[src/rtl/mole_line_fetcher_pkg.sv]
// Shared constants and FSM encoding for the mole sprite line fetcher.
package mole_pkg;
  localparam int SPRITE_W  = 64;
  localparam int SPRITE_H  = 32;
  localparam int GRID_COLS = 3;
  localparam int GRID_ROWS = 3;
  localparam int NUM_HOLES = GRID_COLS * GRID_ROWS;
  localparam logic [3:0] NO_HOLE = 4'd15;

  typedef enum logic [2:0] {IDLE, SETUP, F0, F1, F2} fetch_state_e;
endpackage

[src/rtl/mole_line_fetcher_if.sv]
// Sprite ROM port: the fetcher drives the row address, the ROM answers combinationally.
interface mole_line_fetcher_if;
  import mole_pkg::*;

  logic [4:0]          rom_row;
  logic [SPRITE_W-1:0] rom_data;

  modport master (output rom_row, input rom_data);
  modport slave  (input rom_row, output rom_data);
endinterface

[src/rtl/mole_hole_locator.sv]
// Combinational: finds the band hit by a scanline and the bottom-aligned sprite row
// each hole in that band needs, given its pop-up level.
module mole_hole_locator
  import mole_pkg::*;
#(
  parameter int HOLE_Y0 = 112,
  parameter int PITCH_Y = 128
) (
  input  logic [9:0]                  i_next_y,
  input  logic [NUM_HOLES-1:0]        i_mole_up,
  input  logic [6*NUM_HOLES-1:0]      i_pop_level,
  output logic                        o_hit,
  output logic [1:0]                  o_band,
  output logic [GRID_COLS-1:0][4:0]   o_row,
  output logic [GRID_COLS-1:0]        o_valid
);

  always_comb begin
    logic [9:0] w_top;
    logic [4:0] w_r;
    logic [3:0] w_h;
    logic [5:0] w_base;
    logic [5:0] w_lvl;
    logic [5:0] w_thr;
    // NOTE: every combinational output gets a default first so no path can infer a latch.
    o_hit   = 1'b0;
    o_band  = '0;
    o_row   = '0;
    o_valid = '0;
    w_r     = '0;
    w_top   = '0;
    for (int b = 0; b < GRID_ROWS; b++) begin
      w_top = 10'(HOLE_Y0 + b * PITCH_Y);
      // Offset is only taken once the lower bound holds, so it never wraps.
      if (i_next_y >= w_top && (i_next_y - w_top) < 10'(SPRITE_H)) begin
        o_hit  = 1'b1;
        o_band = 2'(b);
        w_r    = 5'(i_next_y - w_top);
      end
    end
    for (int c = 0; c < GRID_COLS; c++) begin
      w_h    = {2'b00, o_band} * 4'd3 + 4'(c);
      w_base = 6'(w_h) * 6'd6;
      w_lvl  = i_pop_level[w_base +: 6];
      if (w_lvl > 6'(SPRITE_H)) w_lvl = 6'(SPRITE_H);
      w_thr  = 6'(SPRITE_H) - w_lvl;
      o_valid[c] = o_hit & i_mole_up[w_h] & (w_lvl != 6'd0) & ({1'b0, w_r} >= w_thr);
      o_row[c]   = o_valid[c] ? 5'({1'b0, w_r} - w_thr) : 5'd0;
    end
  end

endmodule

[src/rtl/mole_line_fetcher.sv]
// Fetches the three sprite rows of the upcoming scanline's band during hblank and
// serializes them into a registered per-pixel opacity/hole stream during active video.
module mole_line_fetcher
  import mole_pkg::*;
#(
  parameter int HOLE_X0 = 96,
  parameter int PITCH_X = 192,
  parameter int HOLE_Y0 = 112,
  parameter int PITCH_Y = 128
) (
  input  logic                   clk,
  input  logic                   reset,
  input  logic                   line_start,
  input  logic [9:0]             next_y,
  input  logic [9:0]             x,
  input  logic                   video_on,
  input  logic [NUM_HOLES-1:0]   mole_up,
  input  logic [6*NUM_HOLES-1:0] pop_level,
  mole_line_fetcher_if.master    rom,
  output logic                   pixel_on,
  output logic [3:0]             pixel_hole,
  output logic                   busy,
  output logic                   fetch_done,
  output logic                   overrun
);

  if (PITCH_X < SPRITE_W) begin : g_pitch_check
    $error("PITCH_X smaller than SPRITE_W would make columns overlap");
  end

  fetch_state_e                r_state;
  logic [9:0]                  r_y;
  logic [NUM_HOLES-1:0]        r_up;
  logic [6*NUM_HOLES-1:0]      r_pop;
  logic [4:0]                  r_rom_row;
  logic [SPRITE_W-1:0]         r_buf [GRID_COLS];
  logic [GRID_COLS-1:0]        r_valid;
  logic [1:0]                  r_band;
  logic                        r_busy;
  logic                        r_done;
  logic                        r_overrun;
  logic                        r_pixel_on;
  logic [3:0]                  r_pixel_hole;

  logic                        w_hit;
  logic [1:0]                  w_band;
  logic [GRID_COLS-1:0][4:0]   w_row;
  logic [GRID_COLS-1:0]        w_valid;

  mole_hole_locator #(.HOLE_Y0(HOLE_Y0), .PITCH_Y(PITCH_Y)) u_locator (
    .i_next_y    (r_y),
    .i_mole_up   (r_up),
    .i_pop_level (r_pop),
    .o_hit       (w_hit),
    .o_band      (w_band),
    .o_row       (w_row),
    .o_valid     (w_valid)
  );

  always_ff @(posedge clk) begin
    if (reset) begin
      r_state   <= IDLE;
      r_y       <= '0;
      r_up      <= '0;
      r_pop     <= '0;
      r_rom_row <= '0;
      // NOTE: the line buffers are three plain registers, not a RAM, so clearing them here is cheap.
      for (int c = 0; c < GRID_COLS; c++) r_buf[c] <= '0;
      r_valid   <= '0;
      r_band    <= '0;
      r_busy    <= 1'b0;
      r_done    <= 1'b0;
      r_overrun <= 1'b0;
    end else begin
      r_done <= 1'b0;
      if (line_start && r_state != IDLE) r_overrun <= 1'b1;
      case (r_state)
        IDLE: if (line_start) begin
          r_y     <= next_y;
          r_up    <= mole_up;
          r_pop   <= pop_level;
          r_busy  <= 1'b1;
          r_state <= SETUP;
        end
        SETUP: begin
          r_rom_row <= w_row[0];
          r_state   <= F0;
        end
        F0: begin
          r_buf[0]   <= rom.rom_data;
          r_valid[0] <= w_valid[0];
          r_band     <= w_hit ? w_band : 2'd0;
          r_rom_row  <= w_row[1];
          r_state    <= F1;
        end
        F1: begin
          r_buf[1]   <= rom.rom_data;
          r_valid[1] <= w_valid[1];
          r_rom_row  <= w_row[2];
          r_state    <= F2;
        end
        F2: begin
          r_buf[2]   <= rom.rom_data;
          r_valid[2] <= w_valid[2];
          r_busy     <= 1'b0;
          r_done     <= 1'b1;
          r_state    <= IDLE;
        end
        default: r_state <= IDLE;
      endcase
    end
  end

  logic       w_sel_on;
  logic [3:0] w_sel_hole;

  always_comb begin
    logic [9:0] w_colx;
    logic [5:0] w_off;
    w_sel_on   = 1'b0;
    w_sel_hole = NO_HOLE;
    w_colx     = '0;
    w_off      = '0;
    for (int c = 0; c < GRID_COLS; c++) begin
      w_colx = 10'(HOLE_X0 + c * PITCH_X);
      if (r_valid[c] && x >= w_colx && (x - w_colx) < 10'(SPRITE_W)) begin
        w_off = 6'(x - w_colx);
        if (r_buf[c][6'd63 - w_off]) begin
          w_sel_on   = 1'b1;
          w_sel_hole = {2'b00, r_band} * 4'd3 + 4'(c);
        end
      end
    end
  end

  always_ff @(posedge clk) begin
    if (reset) begin
      r_pixel_on   <= 1'b0;
      r_pixel_hole <= NO_HOLE;
    end else begin
      r_pixel_on   <= video_on & w_sel_on;
      r_pixel_hole <= (video_on & w_sel_on) ? w_sel_hole : NO_HOLE;
    end
  end

  assign rom.rom_row = r_rom_row;
  assign pixel_on    = r_pixel_on;
  assign pixel_hole  = r_pixel_hole;
  assign busy        = r_busy;
  assign fetch_done  = r_done;
  assign overrun     = r_overrun;

endmodule

[src/flat_wrapper.sv]
// flat-port wrapper written by rule: the top's interface ports become plain ports
module mole_line_fetcher_flat import mole_pkg::*;
#(
  parameter int HOLE_X0 = 96,
  parameter int PITCH_X = 192,
  parameter int HOLE_Y0 = 112,
  parameter int PITCH_Y = 128
)
  (clk, reset, line_start, next_y, x, video_on, mole_up, pop_level, pixel_on, pixel_hole, busy, fetch_done, overrun, rom_rom_row, rom_rom_data);
  mole_line_fetcher_if rom_i ();
  input  logic clk;
  input  logic reset;
  input  logic line_start;
  input  logic [9:0] next_y;
  input  logic [9:0] x;
  input  logic video_on;
  input  logic [NUM_HOLES-1:0] mole_up;
  input  logic [6*NUM_HOLES-1:0] pop_level;
  output logic pixel_on;
  output logic [3:0] pixel_hole;
  output logic busy;
  output logic fetch_done;
  output logic overrun;
  output wire logic [$bits(rom_i.rom_row)-1:0] rom_rom_row;
  input wire logic [$bits(rom_i.rom_data)-1:0] rom_rom_data;
  assign rom_rom_row = rom_i.rom_row;
  assign rom_i.rom_data = rom_rom_data;
  mole_line_fetcher #(.HOLE_X0(HOLE_X0), .PITCH_X(PITCH_X), .HOLE_Y0(HOLE_Y0), .PITCH_Y(PITCH_Y)) u_core (.clk(clk), .reset(reset), .line_start(line_start), .next_y(next_y), .x(x), .video_on(video_on), .mole_up(mole_up), .pop_level(pop_level), .rom(rom_i), .pixel_on(pixel_on), .pixel_hole(pixel_hole), .busy(busy), .fetch_done(fetch_done), .overrun(overrun));
endmodule
[config.mk]
export PLATFORM = sky130hd
export DESIGN_NAME = mole_line_fetcher_flat
export DESIGN_NICKNAME = d
export VERILOG_FILES = /design/src/rtl/mole_line_fetcher_pkg.sv /design/src/rtl/mole_line_fetcher_if.sv /design/src/rtl/mole_hole_locator.sv /design/src/rtl/mole_line_fetcher.sv /design/src/flat_wrapper.sv
export SDC_FILE = /design/constraint.sdc
export NUM_CORES = 1
export LEC_CHECK = 0
export CORE_MARGIN = 2
export CORE_UTILIZATION = 30
export DETAILED_ROUTE_END_ITERATION = 12
export GPL_ROUTABILITY_DRIVEN = 0
export PLACE_DENSITY = 0.52
export SKIP_LAST_GASP = 1
export SLEW_MARGIN = 20
export SYNTH_ARGS = -nofsm -noshare
export SYNTH_HDL_FRONTEND = slang
export SYNTH_SLANG_ARGS = --single-unit
[constraint.sdc]
create_clock -name clk -period 13.6 [get_ports clk]
set_clock_uncertainty 0.1 [all_clocks]
set_input_delay 1.36 -clock clk [delete_from_list [all_inputs] [get_ports clk]]
set_output_delay 1.36 -clock clk [all_outputs]
set_load 0.01 [all_outputs]
==> results by stage <==
Outcome:
- The run finished with clean final reports.

STA:
- The final number of hold-violating endpoints is 0.
- Setup repair after global routing left no endpoint under its margin.
- The max-slew violation count is 0.
- In this run the tightest slew margin relative to its limit is 0.390.
- The final period utilization is 0.398.
- For the final routed database, the setup TNS stands at 0 ns.
- Static timing analysis puts the maximum clock frequency at approximately 180 MHz.
- The worst path needs around 5.4 ns of the cycle, external delays included.
- Setup violations remaining at the end of the flow were counted as 0.
- The slew at the pin closest to its max-slew limit is 0.916 ns.

Placed design:
- The count of buffers added on input and output ports is between 150 and 200.
- The half-perimeter wire length of the detailed placement result is ~22,000 µm.

Layout:
- The diode insertion count for antenna repair is 0.
- The area overhead of the layout relative to synthesis is 23.8%.
- The total number of nets in the final design is approximately 1,400.
- The area used by multi-input combinational logic is roughly 0.0049 mm².
- Registers take 0.00765 mm².
- Of the cells placed in the final design, the portion with a size suffix greater than 1 is 0.103.
- The number of filler instances in the final layout is 4,120.

Pwr:
- The overall power of the completed layout is between 2000 and 2500 µW.
- For this design the total switching power over the nets is around 540 µW.
- In this run the power density over the cells is between 100 and 150 mW/mm².
- The internal power of the cells totals between 1500 and 2000 µW.
- The analysis attributes to cell leakage a power of 0.00568 µW.
- The share of total power consumed by net switching is 0.250.
- Of the total power, combinational logic draws 0.153.
- VDD sags by at most slightly above 0.08 mV.
- The share of power burned in the clock network is 0.368.
- The sequential group share of total power is 0.478.

Synthesis:
- The cell count after synthesis came out at around 1,000.
- The share of synthesized registers carrying an async set or reset is 0.
- The mapped netlist covers 0.0129 mm².
- The post-synthesis register bit count is ~290.
- Yosys mapped a number of flops with a built-in enable equal to approximately 190.
- The average cell area after synthesis is approximately 12 µm².
- The cell accounting for the most synthesized area is edfxtp_1.
- The sequential-to-total area share from yosys stat is 0.593.
- The number of nets handed over by synthesis was about 1,200.
- Among all flip-flop cells after synthesis, the most frequent one is edfxtp_1.
- After synthesis, the cell types taking the most area are edfxtp_1, dfxtp_1, mux4_2.
- The share of synthesized area in the top cell type comes to 0.447.
- Yosys printed 0 warnings.
- The count of cell types in the netlist is 61.

Clock network:
- The CTS root buffer is clkbuf_16.
- CTS built an H-tree with a depth of 1.
- At the later pin of the worst-skew pair, clock insertion delay measures slightly below 0.6 ns.
- Counting along the longest clock path gives a buffer depth of 3.
- The quantity of hold-fixing buffers added after cts is 0.
- The number of buffers created by CTS is 31.
- Once the clock tree was built, the setup fixing pass inserted 0 buffers.
- After clock tree synthesis, the clock-pin slew on the worst setup and hold paths is ~0.060 ns.
- TritonCTS built the clock tree.
- The number of gates resized after CTS is 0.
- The clock sink count is 286.

Drt:
- Summed over all layers, the routed wires come to approximately 32,000 µm.
- The remaining routing DRC violations is 0.
- The detail route stage leaves a number of antenna-violating nets equal to 0.
- After detailed routing, the average wire length per cell comes to approximately 18 µm.
- The first routing iteration left ~640 violations.
- Detailed routing inserted a total of between 8,000 and 9,000 vias.
- After detailed routing, the number of vias per cell comes to between 4 and 5.
- The length of the first detailed-routing pass in iterations is 5.

Worst setup path:
- In this design, the stage delay of the slowest critical-path cell is 0.77 ns.
- The slowest stage of the critical path is the o32a_1 cell.
- The sort of element at the end of the critical path is a register.
- The worst-path maximum fanout is 21.
- The worst setup path is of the register to register kind.
- The critical path goes through ha_1 -> nor4b_1 -> o32a_1 -> nor2_1 -> a21oi_1 -> and2_1 -> inv_1 -> ha_1 -> xnor2_1 -> ha_1 -> a21o_1 -> a21oi_1 -> nand2_1 -> a21oi_1 -> nor3_1 -> nand2_1 -> or3_1 -> a311oi_1.
- The startpoint type of the worst setup path is a register.
- For the worst setup path, the data arrival time is roughly 5.8 ns.
- The worst path required time is between 10 and 15 ns.

Die:
- From bottom edge to top edge, the die measures 211 µm.
- The die covers roughly 0.045 mm².
- The number of placement rows is between 70 and 80.
- From left edge to right edge, the die measures 211 µm.
- The core region is around 0.042 mm².
- During I/O placement, the number of pins put on the boundary was roughly 160.
- The initial standard-cell utilization of the core is 0.306.

Global routing:
- The first global-routing pass estimated 49,200 µm of wire.
- The via count of the first global-routing pass came to about 8,700.
- The overall routing resource usage is 0.142.
- Summed over all layers, the global routing overflow is 0.
- The maximum number of pins on one net before global-route repair is ~80.
- The number of antenna violations at the first check in global routing came to 0.

Hold path:
- The min-delay analysis places its worst path in the category register to register.

Flow run:
- The max-capacitance violation count is 0.
synth_stat cells (9+ instances only):
master and instances:
or3_1 15, dfxtp_1 94, nand2_1 177, clkbuf_1 39, nand2b_1 12, inv_1 18, ha_1 25, a21oi_1 105
xnor2_1 10, mux4_2 56, mux2i_1 9, and2_1 75, nor3_1 14, edfxtp_1 192, o21ai_0 10, nor2b_1 10
nor2_1 37
metal layers:
metal,track usage,vias to the layer above,share of wire
met2,0.243,194,0.49
li1,-,4134,-
met3,0.0255,44,0.051
met1,0.187,4178,0.44
met4,0.0340,0,0.021
met5,0,-,0
kinds of logic after synthesis:
kind of cell             after synthesis  synth area share
AO/OA/AOI/OAI                        197            0.0995
XOR/XNOR                              18            0.0122
adder cells (fa/ha/maj)               28            0.0289
buffers and inverters                 75            0.0262
flip-flops                           286             0.593
multiplexers                          65             0.105
AND/OR/NAND/NOR                      367             0.136
power by group through the flow:
| stage | sequential (µW) | clock [µW] | combinational, µW |
|---|---|---|---|
| 5_1_grt | 1030 | 847 | 365 |
| 2_1_floorplan | 1040 | 0 | 220 |
| 4_1_cts | 1030 | 811 | 334 |
| 3_5_place_dp | 1050 | 0 | 333 |
| 3_3_place_gp | 1040 | 0 | 330 |
| 6_report | 1030 | 791 | 330 |
cells in the final DEF, fill, tap and decap left out, drive strengths merged, types with 14 or more instances in the layout:
cell type	count
nor2	37
mux4	56
nand2	177
clkdlybuf4s50	160
inv	19
edfxtp	192
ha	25
clkbuf	46
nor3	14
or3	15
dfxtp	94
and2	75
a21oi	105
buf	15
cell type report:
class                      count  area share
sequential                   286       0.479
multi-input combinational    675       0.309
timing repair buffer         175       0.107
clock buffer                  46      0.0539
tap                          539      0.0422
clock inverter                 8     0.00485
inverter                      18     0.00423
registers in the layout, summed over array words and instances, names as in the netlist:
name	flops
u_core.busy	1
u_core.fetch_done	1
u_core.overrun	1
u_core.pixel_hole	4
u_core.pixel_on	1
u_core.r_band	2
u_core.r_buf	192
u_core.r_pop	54
u_core.r_state	3
u_core.r_up	9
u_core.r_valid	3
u_core.r_y	10
u_core.rom.rom_row	5
worst max-delay path: cells and delay by family, from the launching register on:
kind	cells	cell delay [ns]
AOI/OAI and AO/OA	6	1.70
adders and majority gates	3	0.98
DFF	1	0.49
xor gates and xnor gates	1	0.15
buffers and inverters	1	0.05
and+or+nand+nor	7	1.83
metrics by stage:
step	cells	setup slack, ns	instance area, µm²	hold slack (ns)	util
after floorplan	1036	9.15	12900	0.331	-
final	1747	8.19	16000	0.355	0.378
after CTS	1747	8.18	16000	0.355	0.378
after detailed placement	1693	8.20	15000	0.347	0.356
after global routing	1747	7.64	16000	0.375	0.378
after global placement	1693	8.38	15000	0.343	0.356
path summary, 6_finish.rpt:
| kind | start | end | depth (start not counted) | slack [ns] |
|---|---|---|---|---|
| max reg2reg | u_core.r_y[4] | u_core.rom.rom_row[2] | 18 | 8.19 |
| max | u_core.r_y[4] | u_core.rom.rom_row[2] | 18 | 8.19 |
| min | u_core.r_pop[29] | u_core.r_pop[29] | 2 | 0.36 |
| min reg2reg | u_core.r_pop[29] | u_core.r_pop[29] | 2 | 0.36 |
No activity file was read; power rests on OpenSTA's default activity.
